File: src/rtl/riscv32ima_pkg.sv
// Shared opcode and func3 encodings, plus the memory-stage FSM state type.
package riscv32ima_pkg;

    localparam logic [6:0] OPC_LOAD     = 7'b0000011;
    localparam logic [6:0] OPC_STORE    = 7'b0100011;
    localparam logic [6:0] OPC_OP       = 7'b0110011;
    localparam logic [6:0] OPC_OP_IMM   = 7'b0010011;
    localparam logic [6:0] OPC_LUI      = 7'b0110111;
    localparam logic [6:0] OPC_AUIPC    = 7'b0010111;
    localparam logic [6:0] OPC_JAL      = 7'b1101111;
    localparam logic [6:0] OPC_JALR     = 7'b1100111;
    localparam logic [6:0] OPC_BRANCH   = 7'b1100011;
    localparam logic [6:0] OPC_MISC_MEM = 7'b0001111;
    localparam logic [6:0] OPC_SYSTEM   = 7'b1110011;

    localparam logic [2:0] F3_B  = 3'b000;
    localparam logic [2:0] F3_H  = 3'b001;
    localparam logic [2:0] F3_W  = 3'b010;
    localparam logic [2:0] F3_BU = 3'b100;
    localparam logic [2:0] F3_HU = 3'b101;

    typedef enum logic [1:0] {
        IDLE = 2'd0,
        REQ  = 2'd1,
        RESP = 2'd2
    } mem_state_t;

    function automatic logic writes_rd(input logic [6:0] opc);
        return (opc == OPC_OP) || (opc == OPC_OP_IMM) || (opc == OPC_LUI) ||
               (opc == OPC_AUIPC) || (opc == OPC_JAL) || (opc == OPC_JALR);
    endfunction

endpackage

File: src/rtl/riscv32ima_lsu_align.sv
// Byte-lane logic for the data-memory port: store enables/replication,
// alignment and func3 legality, and load lane extract with sign/zero extension.
module riscv32ima_lsu_align
    import riscv32ima_pkg::*;
(
    input  logic [2:0]  i_func3,
    input  logic [1:0]  i_addr_lo,
    input  logic        i_is_store,
    input  logic [31:0] i_wdata,
    input  logic [31:0] i_rdata,
    output logic [3:0]  o_be,
    output logic [31:0] o_wdata,
    output logic        o_fault,
    output logic [31:0] o_load_data
);

    logic [7:0]  w_byte;
    logic [15:0] w_half;

    always_comb begin
        w_byte = i_rdata[7:0];
        case (i_addr_lo)
            2'd0: w_byte = i_rdata[7:0];
            2'd1: w_byte = i_rdata[15:8];
            2'd2: w_byte = i_rdata[23:16];
            2'd3: w_byte = i_rdata[31:24];
            default: w_byte = i_rdata[7:0];
        endcase
        w_half = i_addr_lo[1] ? i_rdata[31:16] : i_rdata[15:0];
    end

    always_comb begin
        o_be        = 4'b1111;
        o_wdata     = i_wdata;
        o_fault     = 1'b0;
        o_load_data = i_rdata;
        if (i_is_store) begin
            case (i_func3)
                F3_B: begin
                    o_be    = 4'b0001 << i_addr_lo;
                    o_wdata = {4{i_wdata[7:0]}};
                end
                F3_H: begin
                    o_be    = i_addr_lo[1] ? 4'b1100 : 4'b0011;
                    o_wdata = {2{i_wdata[15:0]}};
                    o_fault = i_addr_lo[0];
                end
                F3_W:    o_fault = |i_addr_lo;
                default: o_fault = 1'b1;
            endcase
        end else begin
            // Loads always fetch the full word; the lane is picked on return.
            case (i_func3)
                F3_B:  o_load_data = {{24{w_byte[7]}}, w_byte};
                F3_BU: o_load_data = {24'd0, w_byte};
                F3_H: begin
                    o_load_data = {{16{w_half[15]}}, w_half};
                    o_fault     = i_addr_lo[0];
                end
                F3_HU: begin
                    o_load_data = {16'd0, w_half};
                    o_fault     = i_addr_lo[0];
                end
                F3_W:    o_fault = |i_addr_lo;
                default: o_fault = 1'b1;
            endcase
        end
    end

endmodule

File: src/rtl/riscv32ima_mem_wb.sv
// Memory-access / writeback stage: retires ALU ops in one cycle, runs one
// load or store at a time over req/gnt/rvalid, and drives the registered wback bus.
module riscv32ima_mem_wb
    import riscv32ima_pkg::*;
#(
    parameter int ADDR_WIDTH     = 32,
    parameter int REG_ADDR_WIDTH = 5,
    parameter int REG_DATA_WIDTH = 32,
    parameter int OPCODE_WIDTH   = 7,
    parameter int FUNC3_WIDTH    = 3
) (
    input  logic                      clk,
    input  logic                      nrst,
    input  logic                      alu_valid,
    output logic                      alu_ready,
    input  logic [OPCODE_WIDTH-1:0]   alu_opcode,
    input  logic [FUNC3_WIDTH-1:0]    alu_func3_opcode,
    input  logic [REG_ADDR_WIDTH-1:0] alu_dst_addr,
    input  logic [REG_ADDR_WIDTH-1:0] alu_src_addr,
    input  logic [ADDR_WIDTH-1:0]     alu_mem_addr,
    input  logic [REG_DATA_WIDTH-1:0] alu_data,
    output logic                      dmem_req,
    output logic                      dmem_we,
    output logic [ADDR_WIDTH-1:0]     dmem_addr,
    output logic [3:0]                dmem_be,
    output logic [31:0]               dmem_wdata,
    input  logic                      dmem_gnt,
    input  logic                      dmem_rvalid,
    input  logic [31:0]               dmem_rdata,
    output logic                      mem_fault,
    output logic                      wback_reg_wen,
    output logic [REG_ADDR_WIDTH-1:0] wback_reg_addr,
    output logic [REG_DATA_WIDTH-1:0] wback_reg_data,
    output mem_state_t                dbg_state,
    output logic [REG_ADDR_WIDTH-1:0] dbg_src_addr
);

    // Handshake: an instruction is consumed on a cycle where alu_valid and
    // alu_ready are both high; alu_ready is high only in IDLE, and
    // dmem_req stays high with stable fields until the cycle dmem_gnt is seen.
    mem_state_t                r_state, w_state_n;
    logic                      r_we;
    logic [FUNC3_WIDTH-1:0]    r_func3;
    logic [REG_ADDR_WIDTH-1:0] r_dst;
    logic [ADDR_WIDTH-1:0]     r_addr;
    logic [3:0]                r_be;
    logic [31:0]               r_wdata;
    logic [REG_ADDR_WIDTH-1:0] r_src_addr;
    logic                      r_wen, w_wen_n;
    logic [REG_ADDR_WIDTH-1:0] r_wb_addr, w_wb_addr_n;
    logic [REG_DATA_WIDTH-1:0] r_wb_data, w_wb_data_n;
    logic                      r_fault, w_fault_n;

    logic                      w_accept, w_is_load, w_is_store, w_mem_op;
    logic [FUNC3_WIDTH-1:0]    w_sel_func3;
    logic [1:0]                w_sel_addr_lo;
    logic                      w_sel_store;
    logic [3:0]                w_be;
    logic [31:0]               w_wdata, w_load_data;
    logic                      w_fault;

    assign w_accept   = alu_valid && (r_state == IDLE);
    assign w_is_load  = (alu_opcode == OPC_LOAD);
    assign w_is_store = (alu_opcode == OPC_STORE);
    assign w_mem_op   = w_is_load || w_is_store;

    // In IDLE the lane logic checks the incoming op; otherwise it serves the latched one.
    assign w_sel_func3   = (r_state == IDLE) ? alu_func3_opcode : r_func3;
    assign w_sel_addr_lo = (r_state == IDLE) ? alu_mem_addr[1:0] : r_addr[1:0];
    assign w_sel_store   = (r_state == IDLE) ? w_is_store : r_we;

    riscv32ima_lsu_align u_align (
        .i_func3     (w_sel_func3),
        .i_addr_lo   (w_sel_addr_lo),
        .i_is_store  (w_sel_store),
        .i_wdata     (alu_data),
        .i_rdata     (dmem_rdata),
        .o_be        (w_be),
        .o_wdata     (w_wdata),
        .o_fault     (w_fault),
        .o_load_data (w_load_data)
    );

    always_ff @(posedge clk) begin
        if (!nrst) begin
            r_state   <= IDLE;
            r_wen     <= 1'b0;
            r_wb_addr <= '0;
            r_wb_data <= '0;
            r_fault   <= 1'b0;
        end else begin
            r_state   <= w_state_n;
            r_wen     <= w_wen_n;
            r_wb_addr <= w_wb_addr_n;
            r_wb_data <= w_wb_data_n;
            r_fault   <= w_fault_n;
        end
    end

    always_comb begin
        w_state_n   = r_state;
        w_wen_n     = 1'b0;
        w_wb_addr_n = r_wb_addr;
        w_wb_data_n = r_wb_data;
        w_fault_n   = 1'b0;
        case (r_state)
            IDLE: begin
                if (w_accept) begin
                    if (w_mem_op) begin
                        if (w_fault) w_fault_n = 1'b1;
                        else         w_state_n = REQ;
                    end else if (writes_rd(alu_opcode)) begin
                        w_wen_n     = (alu_dst_addr != '0);
                        w_wb_addr_n = alu_dst_addr;
                        w_wb_data_n = alu_data;
                    end
                end
            end
            REQ: begin
                if (dmem_gnt) w_state_n = r_we ? IDLE : RESP;
            end
            RESP: begin
                if (dmem_rvalid) begin
                    w_state_n   = IDLE;
                    w_wen_n     = (r_dst != '0);
                    w_wb_addr_n = r_dst;
                    w_wb_data_n = w_load_data;
                end
            end
            default: w_state_n = IDLE;
        endcase
    end

    always_ff @(posedge clk) begin
        if (!nrst) begin
            r_we       <= 1'b0;
            r_func3    <= '0;
            r_dst      <= '0;
            r_addr     <= '0;
            r_be       <= '0;
            r_wdata    <= '0;
            r_src_addr <= '0;
        end else if (w_accept) begin
            r_src_addr <= alu_src_addr;
            if (w_mem_op && !w_fault) begin
                r_we    <= w_is_store;
                r_func3 <= alu_func3_opcode;
                r_dst   <= alu_dst_addr;
                r_addr  <= alu_mem_addr;
                r_be    <= w_is_store ? w_be : 4'b1111;
                r_wdata <= w_is_store ? w_wdata : 32'd0;
            end
        end
    end

    assign alu_ready      = (r_state == IDLE);
    assign dmem_req       = (r_state == REQ);
    assign dmem_we        = r_we;
    assign dmem_addr      = {r_addr[ADDR_WIDTH-1:2], 2'b00};
    assign dmem_be        = r_be;
    assign dmem_wdata     = r_wdata;
    assign mem_fault      = r_fault;
    assign wback_reg_wen  = r_wen;
    assign wback_reg_addr = r_wb_addr;
    assign wback_reg_data = r_wb_data;
    assign dbg_state      = r_state;
    assign dbg_src_addr   = r_src_addr;

endmodule

File: config.mk
export PLATFORM = sky130hd
export DESIGN_NAME = riscv32ima_mem_wb
export DESIGN_NICKNAME = d
export VERILOG_FILES = /design/src/rtl/riscv32ima_pkg.sv /design/src/rtl/riscv32ima_lsu_align.sv /design/src/rtl/riscv32ima_mem_wb.sv
export SDC_FILE = /design/constraint.sdc
export NUM_CORES = 1
export LEC_CHECK = 0
export ABC_AREA = 1
export ABC_CLOCK_PERIOD_IN_PS = 2600
export BUFFER_PORTS_ARGS = -buffer_cell sky130_fd_sc_hd__buf_4
export CELL_PAD_IN_SITES_DETAIL_PLACEMENT = 1
export CELL_PAD_IN_SITES_GLOBAL_PLACEMENT = 2
export CORE_MARGIN = 2
export CORE_UTILIZATION = 27
export CTS_BUF_LIST = sky130_fd_sc_hd__clkbuf_8
export DETAILED_ROUTE_END_ITERATION = 10
export GPL_TIMING_DRIVEN = 0
export PLACE_DENSITY_LB_ADDON = 0.1
export SLEW_MARGIN = 20
export SYNTH_ARGS = -nofsm -noshare
export SYNTH_HDL_FRONTEND = slang
export SYNTH_HIERARCHICAL = 1
export SYNTH_SLANG_ARGS = --single-unit
export TNS_END_PERCENT = 1
File: constraint.sdc
create_clock -name clk -period 2.6 [get_ports clk]
set_input_delay 0.13 -clock clk [delete_from_list [all_inputs] [get_ports clk]]
set_output_delay 0.13 -clock clk [all_outputs]
set_load 0.005 [all_outputs]
# [Yosys cells after proc, flatten, opt, wreduce, memory -nomap -nowiden]
# Cells that the tools add are included.
[word_totals] ff_bits=123 input_bits=121 output_inout_bits=117
[op_classes] n_eq_ne=24 shift=1 mux=40 n_reduce_logical=22
[op_table] cell="two-way mux 32 bit" count=7
[op_table] cell="case mux 32 bit (2 select lines)" count=2
[op_table] cell="case mux 32 bit (4 select lines)" count=1
[op_table] cell="case mux 8 bit (4 select lines)" count=1
[op_table] cell="equality test 7 x 6 -> 1 bit, second input constant" count=3
[op_table] cell="two-way mux 5 bit" count=4
[op_table] cell="two-way mux 16 bit" count=1
[op_table] cell="equality test 7 x 5 -> 1 bit, second input constant" count=2
[op_table] cell="equality test 7 bit, second input constant" count=2
[op_table] cell="two-way mux 2 bit" count=7
[op_table] cell="two-way mux 4 bit" count=3
[op_table] cell="case mux 5 bit (2 select lines)" count=1
[op_table] cell="AND reduction 5 bit" count=2
[op_table] cell="nonzero test 5 bit" count=2
[op_table] cell="!= test 2 x 1 -> 1 bit, second input constant" count=4
[op_table] cell="case mux 4 bit (2 select lines)" count=1
[op_table] cell="equality test 7 x 2 -> 1 bit, second input constant" count=1
[op_table] cell="two-way mux 1 bit" count=7
[op_table] cell="equality test 2 bit, second input constant" count=3
[op_table] cell="equality test 3 bit, second input constant" count=2
[op_table] cell="logical OR 1 bit" count=6
[op_table] cell="!= test 2 bit, second input constant" count=3
[op_table] cell="case mux 1 bit (3 select lines)" count=2
[op_table] cell="case mux 2 bit (3 select lines)" count=1
[op_table] cell="other kinds (14)" count=19

# [Logic depth before layout (Yosys ltp)]
[logic_depth] word_depth=10 ltp_mapped=21

# [Modules after synthesis]
# The synthesis kept the hierarchy.
[by_module_without_submodules] mod="riscv32ima_mem_wb" n_inst=1 cells_each=822 area_each_um2=5679.2 seq_area_each_um2=2462.4
[by_module_without_submodules] mod="riscv32ima_lsu_align" n_inst=1 cells_each=283 area_each_um2=1371.3 seq_area_each_um2=0.0

# [Worst setup path before layout]
# OpenSTA, ideal clock, no wires.
[synth_timing] kind="flip-flop to flip-flop" from="register r_state[1], in the netlist dbg_state[1]" to="register r_wdata[12], in the netlist dmem_wdata[12]" setup_ns=0.070 arrival_ns=2.383 required_time_ns=2.530 setup_slack_ns=0.147 path_stages_with_launch=16 period_less_slack_ns=2.453 path_cell_list="dfxtp_1 > inv_2 > nand2_4 > inv_2 > o21ai_0 > buf_1 > nand2_4 > nand3_1 > o211ai_1 > inv_1 > nand2_4 > nor2_4 > buf_6 > buf_8 > nand3_2 > a21oi_1"
[synth_via] elab_cells_between_ends=22 classes_between="eq/ne (4); mux (9); reduce/logical (9)"
[synth_lines] element="start, declared" line_no="riscv32ima_mem_wb.sv:41" text="mem_state_t r_state, w_state_n;"
[synth_lines] element="start signal, assigned" line_no="riscv32ima_mem_wb.sv:92" text="r_state <= w_state_n;"
[synth_lines] element="logical NOT 2 bit"
[synth_lines] element="named net alu_ready" line_no="riscv32ima_mem_wb.sv:15" text="output logic alu_ready,"
[synth_lines] element="two-way mux 1 bit" line_no="riscv32ima_mem_wb.sv:70" text="assign w_sel_store = (r_state == IDLE) ? w_is_store : r_we;"
[synth_lines] element="named net w_sel_store" line_no="riscv32ima_mem_wb.sv:57" text="logic w_sel_store;"
[synth_lines] element="two-way mux 1 bit" line_no="riscv32ima_lsu_align.sv:37" text="if (i_is_store) begin"
[synth_lines] element="named net w_fault" line_no="riscv32ima_mem_wb.sv:60" text="logic w_fault;"
[synth_lines] element="logical NOT 1 bit" line_no="riscv32ima_mem_wb.sv:145" text="if (w_mem_op && !w_fault) begin"
[synth_lines] element="logical AND 1 bit" line_no="riscv32ima_mem_wb.sv:145"
[synth_lines] element="AND reduction 2 bit (no source line)"
[synth_lines] element="end signal, assigned" line_no="riscv32ima_mem_wb.sv:151" text="r_wdata <= w_is_store ? w_wdata : 32'd0;"
[synth_lines] element="end, declared" line_no="riscv32ima_mem_wb.sv:47" text="logic [31:0] r_wdata;"
# The timed path passes the listed nets, and every way through them passes these cells.
# A chain may end at the register's enable or synchronous reset.

# [Worst setup path in the final report]
[layout_timing] from="register r_state[0], in the netlist dbg_state[0]" to="register r_wb_data[2], in the netlist wback_reg_data[2]"
[layout_via] elab_chain_cells=8 elab_cells_between_ends=26 classes_between="eq/ne (11); mux (9); reduce/logical (6)"
[layout_rtl] element="logical NOT 2 bit *" line_no="riscv32ima_mem_wb.sv:69" text="assign w_sel_addr_lo = (r_state == IDLE) ? alu_mem_addr[1:0] : r_addr[1:0];"
[layout_rtl] element="two-way mux 2 bit *" line_no="riscv32ima_mem_wb.sv:69"
[layout_rtl] element="named net w_sel_addr_lo[1]" line_no="riscv32ima_mem_wb.sv:56" text="logic [1:0] w_sel_addr_lo;"
[layout_rtl] element="equality test 2 bit, or another cell as far along" line_no="riscv32ima_lsu_align.sv:22" text="case (i_addr_lo)"
[layout_rtl] element="case mux 8 bit (4 select lines)" line_no="riscv32ima_lsu_align.sv:22"
[layout_rtl] element="case mux 32 bit (4 select lines) *" line_no="riscv32ima_lsu_align.sv:53" text="case (i_func3)"
[layout_rtl] element="two-way mux 32 bit *" line_no="riscv32ima_lsu_align.sv:37"
[layout_rtl] element="named net w_load_data[2]" line_no="riscv32ima_mem_wb.sv:59" text="logic [31:0] w_wdata, w_load_data;"
[layout_rtl] element="two-way mux 32 bit *" line_no="riscv32ima_mem_wb.sv:123" text="if (dmem_rvalid) begin"
[layout_rtl] element="case mux 32 bit (2 select lines) *" line_no="riscv32ima_mem_wb.sv:106" text="case (r_state)"
[layout_rtl] element="end signal, assigned" line_no="riscv32ima_mem_wb.sv:95" text="r_wb_data <= w_wb_data_n;"
[layout_rtl] element="end, declared" line_no="riscv32ima_mem_wb.sv:51" text="logic [REG_DATA_WIDTH-1:0] r_wb_data, w_wb_data_n;"
# The timed path passes the listed nets; every way through them passes the cells marked *. The select of a mux whose other input is x is not followed.

==> results.md <==
- Io pins: between 200 and 250
- CTS tree: yes
- Cell family with most CP delay: simple AND/OR/NAND/NOR gates
- CTS Buf Count: 17
- Critical path buffer and inverter count: 5
- Row Count: 59
- CTS clock-pin slew for the worst setup and hold paths: roughly 90 ps
- Clk root buf: clkbuf_8
- Switching Share: between 30% and 40%
- Vias per cell: approximately 4.6
- Total Nets Final: about 1,500
- Worst hold start: alu_data[30]
- Most common cell after layout, fill and taps aside: buf_4
- WS Path Type: flop to flop
- Post-Layout Cell Count: 1,771
- Period Utilization, post-route: between 90 and 100%
- Warnings from Yosys: 6
- Slew @ Worst Pin: approximately 690 ps
- RSZ-0062 raised after global routing: true
- HPWL after DPL: between 20,000 and 25,000 um
- LEAKAGE: 5.200 nW
- Logic gate share of total power: between 10% and 20%
- MaxCap Viol Count: 0
- Drt total wl: 30,390 um
- First-pass GRT wire length: roughly 46,000 um
- Number of port buffers: 234
- Worst reg2reg setup slack: 110 ps
- P_sw: between 0.001 and 0.0015 W
- Synth unique cells: 34
- Die H: about 170 um
- Clock buffer depth: 2
- Starting Density: 27.29%
- Worst hold path endpoint: dmem_wdata[30]
- Layout Skew: 15.31 ps
- Most frequent cells in the layout: 294 x buf_4, 255 x nand2_1, 169 x nor2_1
- Syn-to-layout area delta: 47.03%
- Seq pwr share: a little over two fifths
- Mapped Cells: approximately 1,100
- Initial antenna violation count: 1
- Largest net degree at the start of global routing: 17
- Fmax: a little over 0.4 GHz
- Slew headroom: approximately 54%
- Pre-antenna DRT Iters: 4
- Hold depth: 5
- PnR worst setup slack: approximately 110 ps
- VDD IR-drop max: 0.2568 mV
- Worst-path fanout max: 10
- Placed cells: about 1,700
- Worst path cell trace: inv_2 -> nand2_8 -> clkinv_8 -> nand2_1 -> nand2_1 -> buf_6 -> clkbuf_1 -> o21ai_0 -> nand2_1 -> nand3_1 -> a21oi_1 -> nand2_1 -> nand2_1 -> inv_1 -> nand3_1 -> nand2_1 -> nor2_1
- Outcome: finished, final reports clean
- DRC Markers: 0
- Clk_lat worst skew: 460 ps
- Routed WL per cell: ~17 um
- Hold Crit Class: input port to flop
- Total routing usage reported by global routing: roughly 22%
- Worst slack at placement: -694.6 ps
- Vias: just over 8,000
- Hold Vio Cnt, Final: 0
- R2r worst-path depth: 17
- Ys flop type: dfxtp_1
- Layout cells sized above 1: between 30% and 40%
- Pwr dens: 430.7 nW/um^2
- Seq cells post-synth: roughly 120
- Initial detailed-routing violation count: about 350
- Final core occ: 40.12%
- Core area: 25,840 sq um
- H-Tree Depth: 4
- CP required: around 3000 ps
- Ys async rst share: 0%
- Syn Area/Cell: roughly 6.4 sq um
- Startpoint Class: flop
- CP peak stage delay: ~350 ps
- Post-route ant nets: 0
- Routability cong.: 0.8440
- Overflow after GRT: 0
- Full die area: between 20,000 and 30,000 sq um
- Period minus WS final: 2487 ps
- Critical R2R Launch: dbg_state[0]
- Die Wd: between 150 and 200 um
- Number of synthesized flops with an enable pin: 0
- Crit path capture type: flop
- Clock sink count: around 120
- Most frequent cell on the critical path: nand2_1
- Max-slew violation count: 0
- WP data arrival: just under 3000 ps
- Clock share of power: ~40%
- Vias in the first global route: between 8,000 and 9,000
- Worst reg2reg endpoint: wback_reg_data[2]
- Pint: about 0.0031 W
- Mapped cell area: between 7000 and 8000 sq um
- Slowest CP cell: clkbuf_1
- Sequential area share after synthesis: between 30% and 40%
- Hold_ws: 59.82 ps
- Final setup fails: 0
## cells by family (layout without fill, tap and decap cells)
kind of cell           count (synthesis)  count (layout)  share of synthesized area (%)
AND/OR/NAND/NOR                      550             550                          33.95
flip-flops                           123             123                          34.92
other                                  1               3                        0.05319
buffers and inverters                207             536                          14.57
AO/OA/AOI/OAI                        224             224                          16.50
## worst min-delay path, cell delays in order
cell	delay (ps)
buf_4	110
nand2_1	50
nand2_1	50
nand3_1	70
a21oi_1	60
## final cells by class
class	instances	area (sq um)
Antenna cell	1	2.502
Buffer	110	728.2
Clock buffer	17	234.0
Clock inverter	14	150.1
Fill cell	3356	15470
Inverter	97	381.6
Multi-Input combinational cell	776	3611
Sequential cell	123	2466
Tap cell	335	419.2
Timing Repair Buffer	298	2374
## flip-flops by register name (all words and copies together) (netlist names)
register and flops:
mem_fault 1, wback_reg_wen 1, dbg_src_addr 5, dmem_be 4
wback_reg_addr 5, wback_reg_data 32, r_addr 32, dmem_wdata 32
r_func3 3, dbg_state 2, r_dst 5, dmem_we 1
## synthesized netlist by cell type, types with 2 or more instances
cell type	count	area, sq um
nand2_1	258	968.4
nor2_1	171	641.9
dfxtp_1	123	2462
o21ai_0	113	565.5
a21oi_1	90	450.4
inv_1	85	319.1
nand3_1	76	380.4
buf_4	41	307.8
clkbuf_1	31	116.4
buf_2	30	150.1
nand2_2	13	81.33
inv_2	10	37.54
nand3_2	10	100.1
o22ai_1	9	56.30
o21ai_2	7	61.31
buf_6	6	67.56
nand2_4	6	67.56
nor2_4	4	45.04
o21ai_1	3	15.01
or2_2	3	18.77
nor3_1	2	10.01
o211ai_1	2	15.01
## worst max path at each step
stage	from	end	slack (ps)	cells after the start
global route	dbg_state[1]	wback_reg_data[2]	-90	17
floorplan	dbg_state[1]	dmem_wdata[12]	150	15
finish	dbg_state[0]	wback_reg_data[2]	110	17
CTS	dbg_state[0]	dmem_wdata[15]	20	15
global placement	dbg_state[1]	dmem_be[1]	-680	15
detailed placement	dbg_state[1]	dmem_be[1]	-690	15
## timing repair
item | in CTS | in global routing
setup endpoints to repair | 91 | 97
gates resized for setup | 28 | 29
pin swaps | 3 | 11
endpoints found under the hold margin | 48 | 0
setup buffers | 5 | 11
hold buffers | 48 | 0
## per-stage QoR
stage | total power, W | instance area (sq um) | TNS (ps)
2_1_floorplan | 0.002320 | 7054 | 0
3_3_place_gp | 0.002680 | 9230 | -47500
3_5_place_dp | 0.002683 | 9230 | -50540
4_1_cts | 0.004501 | 10210 | 0
5_1_grt | 0.004674 | 10370 | -2027
6_report | 0.004465 | 10370 | 0
## power groups by stage
stage          Combinational (W)  Sequential (W)  Clock (W)
5_1_grt                 0.000875         0.00193    0.00187
2_1_floorplan           0.000351         0.00197          0
6_report                0.000795         0.00192    0.00175
3_5_place_dp            0.000715         0.00197          0
4_1_cts                 0.000781         0.00192    0.00180
3_3_place_gp            0.000713         0.00197          0
## per-layer routing
metal / track usage, % / vias to the layer above / part of all wire [%]
li1: - / 4111 / -
met1: 27.83 / 3775 / 44
met2: 38.31 / 196 / 48
met3: 5.420 / 25 / 5.7
met4: 5.603 / 0 / 1.7
met5: 0 / - / 0
Note: power is estimated with default switching activity, not from simulation.
